**src/rtl/uart_bus_bridge.sv**
```systemverilog
// UART-to-bus initiator: 8N1 receiver and transmitter plus a framing FSM that
// turns 'W'/'R' command frames into single-cycle bus writes and reads.
module uart_bus_bridge #(
    parameter int CLK_FREQUENCY = 50,
    parameter int BAUD_RATE     = 115200,
    parameter int READ_LATENCY  = 1,
    parameter int TIMEOUT_BITS  = 40
) (
    input  logic        clk_in,
    input  logic        rst,
    input  logic        rx_pin,
    output logic        tx_pin,
    output logic        write_valid,
    output logic [31:0] write_address,
    output logic [31:0] write_data,
    output logic        read_valid,
    output logic [31:0] read_address,
    input  logic [31:0] read_data,
    output logic        busy,
    output logic [2:0]  o_dbg_state
);
    localparam int CPB     = (CLK_FREQUENCY * 1000000) / BAUD_RATE;
    localparam int HALF    = CPB / 2;
    localparam int TIMEOUT = TIMEOUT_BITS * CPB;
    localparam int CW      = $clog2(CPB + 1);
    localparam int TW      = $clog2(TIMEOUT + 1);

    localparam logic [1:0] RX_IDLE = 2'd0, RX_START = 2'd1, RX_DATA = 2'd2, RX_STOP = 2'd3;

    localparam logic [2:0] S_IDLE      = 3'd0;
    localparam logic [2:0] S_ADDR      = 3'd1;
    localparam logic [2:0] S_DATA      = 3'd2;
    localparam logic [2:0] S_WRITE     = 3'd3;
    localparam logic [2:0] S_READ      = 3'd4;
    localparam logic [2:0] S_READ_WAIT = 3'd5;
    localparam logic [2:0] S_RESP      = 3'd6;

    logic          r_rx_s1, r_rx_s2, r_rx_prev;
    logic [1:0]    r_rx_state;
    logic [CW-1:0] r_rx_cyc;
    logic [2:0]    r_rx_bit;
    logic [7:0]    r_rx_byte;
    logic          r_rx_strobe;

    always_ff @(posedge clk_in) begin
        if (rst) begin
            r_rx_s1     <= 1'b1;
            r_rx_s2     <= 1'b1;
            r_rx_prev   <= 1'b1;
            r_rx_state  <= RX_IDLE;
            r_rx_cyc    <= '0;
            r_rx_bit    <= '0;
            r_rx_byte   <= '0;
            r_rx_strobe <= 1'b0;
        end else begin
            r_rx_s1     <= rx_pin;
            r_rx_s2     <= r_rx_s1;
            r_rx_prev   <= r_rx_s2;
            r_rx_strobe <= 1'b0;
            case (r_rx_state)
                RX_IDLE: begin
                    if (r_rx_prev && !r_rx_s2) begin
                        r_rx_state <= RX_START;
                        r_rx_cyc   <= '0;
                    end
                end
                RX_START: begin
                    // A line that is high again at mid-start was a glitch.
                    if (r_rx_cyc == CW'(HALF - 1)) begin
                        r_rx_cyc   <= '0;
                        r_rx_bit   <= '0;
                        r_rx_state <= r_rx_s2 ? RX_IDLE : RX_DATA;
                    end else begin
                        r_rx_cyc <= r_rx_cyc + CW'(1);
                    end
                end
                RX_DATA: begin
                    if (r_rx_cyc == CW'(CPB - 1)) begin
                        r_rx_cyc  <= '0;
                        r_rx_byte <= {r_rx_s2, r_rx_byte[7:1]};
                        r_rx_bit  <= r_rx_bit + 3'd1;
                        if (r_rx_bit == 3'd7) r_rx_state <= RX_STOP;
                    end else begin
                        r_rx_cyc <= r_rx_cyc + CW'(1);
                    end
                end
                default: begin
                    if (r_rx_cyc == CW'(CPB - 1)) begin
                        r_rx_cyc    <= '0;
                        r_rx_strobe <= r_rx_s2;
                        r_rx_state  <= RX_IDLE;
                    end else begin
                        r_rx_cyc <= r_rx_cyc + CW'(1);
                    end
                end
            endcase
        end
    end

    logic          r_tx_busy, r_tx_pin;
    logic [8:0]    r_tx_sh;
    logic [3:0]    r_tx_bit;
    logic [CW-1:0] r_tx_cyc;
    logic          w_tx_ready, w_tx_load;
    logic [7:0]    w_tx_byte;

    // Ready already in the final stop-bit cycle so queued bytes follow with no gap.
    assign w_tx_ready = !r_tx_busy || (r_tx_bit == 4'd9 && r_tx_cyc == CW'(CPB - 1));

    always_ff @(posedge clk_in) begin
        if (rst) begin
            r_tx_busy <= 1'b0;
            r_tx_pin  <= 1'b1;
            r_tx_sh   <= '1;
            r_tx_bit  <= '0;
            r_tx_cyc  <= '0;
        end else if (w_tx_load) begin
            r_tx_busy <= 1'b1;
            r_tx_pin  <= 1'b0;
            r_tx_sh   <= {1'b1, w_tx_byte};
            r_tx_bit  <= '0;
            r_tx_cyc  <= '0;
        end else if (r_tx_busy) begin
            if (r_tx_cyc == CW'(CPB - 1)) begin
                r_tx_cyc <= '0;
                if (r_tx_bit == 4'd9) begin
                    r_tx_busy <= 1'b0;
                    r_tx_pin  <= 1'b1;
                end else begin
                    r_tx_pin <= r_tx_sh[0];
                    r_tx_sh  <= {1'b1, r_tx_sh[8:1]};
                    r_tx_bit <= r_tx_bit + 4'd1;
                end
            end else begin
                r_tx_cyc <= r_tx_cyc + CW'(1);
            end
        end
    end

    logic [2:0]    r_state;
    logic [1:0]    r_cnt;
    logic          r_is_write;
    logic [31:0]   r_addr_sh, r_data_sh;
    logic [31:0]   r_wr_addr, r_wr_data, r_rd_addr;
    logic          r_wv, r_rv;
    logic [TW-1:0] r_to;
    logic [2:0]    r_lat;
    logic [31:0]   r_resp;
    logic [2:0]    r_left;

    assign w_tx_load = (r_state == S_RESP) && (r_left != 3'd0) && w_tx_ready;
    assign w_tx_byte = r_resp[31:24];

    always_ff @(posedge clk_in) begin
        if (rst) begin
            r_state    <= S_IDLE;
            r_cnt      <= '0;
            r_is_write <= 1'b0;
            r_addr_sh  <= '0;
            r_data_sh  <= '0;
            r_wr_addr  <= '0;
            r_wr_data  <= '0;
            r_rd_addr  <= '0;
            r_wv       <= 1'b0;
            r_rv       <= 1'b0;
            r_to       <= '0;
            r_lat      <= '0;
            r_resp     <= '0;
            r_left     <= '0;
        end else begin
            r_wv <= 1'b0;
            r_rv <= 1'b0;
            case (r_state)
                S_IDLE: begin
                    if (r_rx_strobe) begin
                        r_cnt <= '0;
                        r_to  <= '0;
                        if (r_rx_byte == 8'h57 || r_rx_byte == 8'h52) begin
                            r_is_write <= (r_rx_byte == 8'h57);
                            r_state    <= S_ADDR;
                        end else begin
                            r_resp  <= {8'h15, 24'h0};
                            r_left  <= 3'd1;
                            r_state <= S_RESP;
                        end
                    end
                end
                S_ADDR: begin
                    if (r_rx_strobe) begin
                        r_to      <= '0;
                        r_cnt     <= r_cnt + 2'd1;
                        r_addr_sh <= {r_addr_sh[23:0], r_rx_byte};
                        if (r_cnt == 2'd3) begin
                            if (r_is_write) begin
                                r_state <= S_DATA;
                            end else begin
                                r_rv      <= 1'b1;
                                r_rd_addr <= {r_addr_sh[23:0], r_rx_byte};
                                r_state   <= S_READ;
                            end
                        end
                    end else if (r_to == TW'(TIMEOUT - 1)) begin
                        r_state <= S_IDLE;
                    end else begin
                        r_to <= r_to + TW'(1);
                    end
                end
                S_DATA: begin
                    if (r_rx_strobe) begin
                        r_to      <= '0;
                        r_cnt     <= r_cnt + 2'd1;
                        r_data_sh <= {r_data_sh[23:0], r_rx_byte};
                        if (r_cnt == 2'd3) begin
                            r_wv      <= 1'b1;
                            r_wr_addr <= r_addr_sh;
                            r_wr_data <= {r_data_sh[23:0], r_rx_byte};
                            r_state   <= S_WRITE;
                        end
                    end else if (r_to == TW'(TIMEOUT - 1)) begin
                        r_state <= S_IDLE;
                    end else begin
                        r_to <= r_to + TW'(1);
                    end
                end
                S_WRITE: begin
                    r_resp  <= {8'h06, 24'h0};
                    r_left  <= 3'd1;
                    r_state <= S_RESP;
                end
                S_READ: begin
                    r_lat   <= 3'd1;
                    r_state <= S_READ_WAIT;
                end
                S_READ_WAIT: begin
                    // r_lat counts cycles since the read_valid cycle.
                    if (r_lat == 3'(READ_LATENCY)) begin
                        r_resp  <= read_data;
                        r_left  <= 3'd4;
                        r_state <= S_RESP;
                    end else begin
                        r_lat <= r_lat + 3'd1;
                    end
                end
                S_RESP: begin
                    if (w_tx_load) begin
                        r_resp <= {r_resp[23:0], 8'h00};
                        r_left <= r_left - 3'd1;
                    end else if (r_left == 3'd0 && !r_tx_busy) begin
                        r_state <= S_IDLE;
                    end
                end
                default: r_state <= S_IDLE;
            endcase
        end
    end

    assign tx_pin        = r_tx_pin;
    assign write_valid   = r_wv;
    assign write_address = r_wr_addr;
    assign write_data    = r_wr_data;
    assign read_valid    = r_rv;
    assign read_address  = r_rd_addr;
    assign busy          = (r_state != S_IDLE);
    assign o_dbg_state   = r_state;
endmodule

```
**config.mk**
```make
export PLATFORM = sky130hd
export DESIGN_NAME = uart_bus_bridge
export DESIGN_NICKNAME = d
export VERILOG_FILES = /design/src/rtl/uart_bus_bridge.sv
export SDC_FILE = /design/constraint.sdc
export NUM_CORES = 1
export LEC_CHECK = 0
export CAP_MARGIN = 15
export CORE_ASPECT_RATIO = 1.2
export CORE_MARGIN = 2
export CORE_UTILIZATION = 35
export CTS_CLUSTER_DIAMETER = 80
export DETAILED_ROUTE_END_ITERATION = 10
export REMOVE_ABC_BUFFERS = 1
export SLEW_MARGIN = 20
export SYNTH_ARGS = -nofsm -noshare
export SYNTH_HDL_FRONTEND = slang
export SYNTH_SLANG_ARGS = --single-unit
```
**constraint.sdc**
```tcl
create_clock -name clk_in -period 3.3 [get_ports clk_in]
set_input_delay 0.33 -clock clk_in [delete_from_list [all_inputs] [get_ports clk_in]]
set_output_delay 0.33 -clock clk_in [all_outputs]
set_load 0.005 [all_outputs]
```
==> metrics.yaml <==
min_path_type: "in2reg"
cp-end-kind: "register"
layout_commonest_cell: "nand2_1"
ys_seq_elements: 262
post_drt_wl_per_cell_um: 14.8
cts.sink_count: 262
hold_violations: 0
vias: 9038
met2_usage: 0.281
post_dp_cell_area_mm2: 0.0122
layout-drive-gt1-share: 0.0629
syn-instance-count: 1279
area_delta_synth_final_pct: 25.6
final_cell_mix: "329 x nand2_1, 262 x dfxtp_1, 202 x a21oi_1, 136 x clkdlybuf4s50_1, 72 x nor2_1"
antenna_left: 0
skew_ns: 0.0150
drtIter0Drc: 612
dr.pass1.iters: 6
fmax_mhz: 393
cpLargestDelayFamily: "simple AND/OR/NAND/NOR gates"
grt_max_degree: 93
p_leak_nw: 4.34
grt_remaining_overflow: 0
vias_per_cell: 5.05
cp.required_ns: 3.76
met3_usage: 0.0233
clk-insertion-delay-late_ns: 0.55
synth_ff_type: "dfxtp_1"
first_global_vias: 8662
ys_warn_count: 0
routabilityCongestion: 0.759
max_slew.worst_pin.slew_ns: 0.855
critical_path_class: "reg2reg"
final_cell_area_mm2: 0.0132
die_area_mm2: 0.0314
grtUsageTotal: 0.165
critical_path_peak_fanout: 22
ff2ff_setup_slack_ns: 0.75
drcViolationCount: 0
hpwl_um: 16500
num_rows: 69
coreArea_mm2: 0.0295
synth_cell_types: 65
max_cap_viol_count: 0
io_pins: 138
worst_setup_path_start_kind: "register"
port_buffers: 137
clk_pin_slew_ns: 0.06
maxSlewViolCount: 0
min_path_cells: 2
cts_made_buffers: 28
busiest_layer: "met2"
syn_area_per_cell_um2: 8.20
tritoncts: "yes"
p_sw_mw: 2.52
ir_worst_vdd_mv: 0.398
fin_util: 0.446
fin_crit_sh: 0.772
antenna_found_initial: 0
power_frac_seq: 0.411
rr_worst_depth: 6
synth_edf_count: 0
post-place-ws_ns: 0.754
relSlewSlack: 0.429
htree_levels: 1
cts-root-buf: "clkbuf_16"
status: "finished, final reports clean"
antenna_cells: 0
post_cts_resized: 0
clkPwrFrac: 0.394
power.density_mw_per_mm2: 653
worst-path-stages: 6
gr-usage-met1: 0.216
worstPathArrival_ns: 3.00
crit_path_max_incr_delay_ns: 0.68
cts_hold_buf: 0
synth_area_mm2: 0.0105
final_nets: 1427
rsz0062_at_grt: "false"
setup_violations: 0
die_w_um: 162
start_util: 0.355
min_period_ns: 2.55
worst_path_max_delay_cell: "nor4bb_1"
async_flop_share: 0
crit_chain: "nor4bb_1, nand4_1, o211ai_1, nor2_1, buf_4, a311oi_1"
grt_pass1_wl_um: 43700
sw_frac_of_total: 0.293
crit_buf_inv: 1
post_cts_buffers: 0
worst_slack_ns: 0.753
synth-seq-area-share: 0.500
fp.dieH_um: 194
p_int_mw: 6.09
clockBufferDepth: 3
wirelength_um: 26500
p_comb_frac: 0.195
synthesized netlist by cell type (4+ instances only):
master,count,area share
nand2_1,330,0.12
dfxtp_1,262,0.50
a21oi_1,202,0.096
clkbuf_1,75,0.027
nor2_1,74,0.026
a211oi_1,25,0.018
a22oi_1,21,0.015
inv_1,20,0.0072
o21ai_0,20,0.0095
xor2_1,20,0.017
nand4_1,18,0.011
ha_1,15,0.018
nor3_1,15,0.0072
nand3_1,14,0.0067
xnor2_1,12,0.010
buf_2,10,0.0048
mux2i_1,10,0.0095
nand2b_1,9,0.0054
o22ai_1,9,0.0054
a31oi_1,8,0.0048
o21bai_1,8,0.0057
nor2b_1,7,0.0042
o211ai_1,7,0.0050
nor4_1,6,0.0036
or3_1,6,0.0036
and3_1,5,0.0030
or2_2,5,0.0030
o2111ai_1,4,0.0033
or4_1,4,0.0029
path summary, 6_finish.rpt:
check,start,endpoint
worst min register to register,r_rx_s1,r_rx_s2
worst min-delay path,rst,r_rx_byte[6]
worst max-delay path,r_rx_byte[6],r_resp[26]
worst max register to register,r_rx_byte[6],r_resp[26]
registers in the layout (all words and copies together), names as in the netlist, 2 cells and up:
| register | flops |
|---|---|
| r_rx_byte | 8 |
| r_to | 15 |
| o_dbg_state | 3 |
| r_tx_cyc | 9 |
| r_rx_bit | 3 |
| read_address | 32 |
| r_rx_cyc | 9 |
| write_data | 32 |
| write_address | 32 |
| r_addr_sh | 32 |
| r_left | 3 |
| r_tx_sh | 8 |
| r_lat | 3 |
| r_data_sh | 24 |
| r_rx_state | 2 |
| r_resp | 32 |
| r_cnt | 2 |
| r_tx_bit | 4 |
power by group through the flow:
| stage | logic [mW] | clock network (mW) | registers (mW) |
|---|---|---|---|
| floorplan | 1.09 | 0 | 3.57 |
| global placement | 1.63 | 0 | 3.59 |
| detailed placement | 1.65 | 0 | 3.60 |
| CTS | 1.66 | 3.46 | 3.53 |
| global route | 1.88 | 3.59 | 3.56 |
| finish | 1.67 | 3.39 | 3.54 |
per-layer routing:
layer / share of wire / wire length (um)
met5: 0 / 0
met4: 0.023 / 598
met3: 0.038 / 996
met2: 0.49 / 12900
met1: 0.45 / 12000
cell type report:
class	instances	area, um^2
fillers	2941	16400
flip-flops and latches	262	5250
multi-input cells	907	4810
repair buffers	158	1540
clock buffers	37	754
well taps	390	488
clock inverters	15	255
inverters	20	75.1
cells by family after synthesis:
| family | count (synthesis) | share of synthesized area |
|---|---|---|
| AND/OR/NAND/NOR | 515 | 0.213 |
| AO/OA/AOI/OAI | 335 | 0.190 |
| flip-flops | 262 | 0.500 |
| buffers and inverters | 110 | 0.0427 |
| XOR/XNOR | 32 | 0.0267 |
| adder cells (fa/ha/maj) | 15 | 0.0179 |
| multiplexers | 10 | 0.00955 |
worst reg2reg max path, delay by kind of cell, from the launching register on:
family | cells | cell delay [ns]
DFF | 1 | 0.46
AOI/OAI and AO/OA | 2 | 0.72
and+or+nand+nor | 3 | 1.03
buffers and inverters | 1 | 0.25
stage by stage:
stage / total power [mW] / instances / TNS (ns) / hold slack, ns
floorplan: 4.67 / 1189 / -8.12 / 0.389
global placement: 5.23 / 1737 / 0 / 0.391
detailed placement: 5.25 / 1737 / 0 / 0.402
CTS: 8.66 / 1789 / 0 / 0.213
global route: 9.03 / 1789 / 0 / 0.241
finish: 8.60 / 1789 / 0 / 0.227
Note: power is estimated with default switching activity, not from simulation.
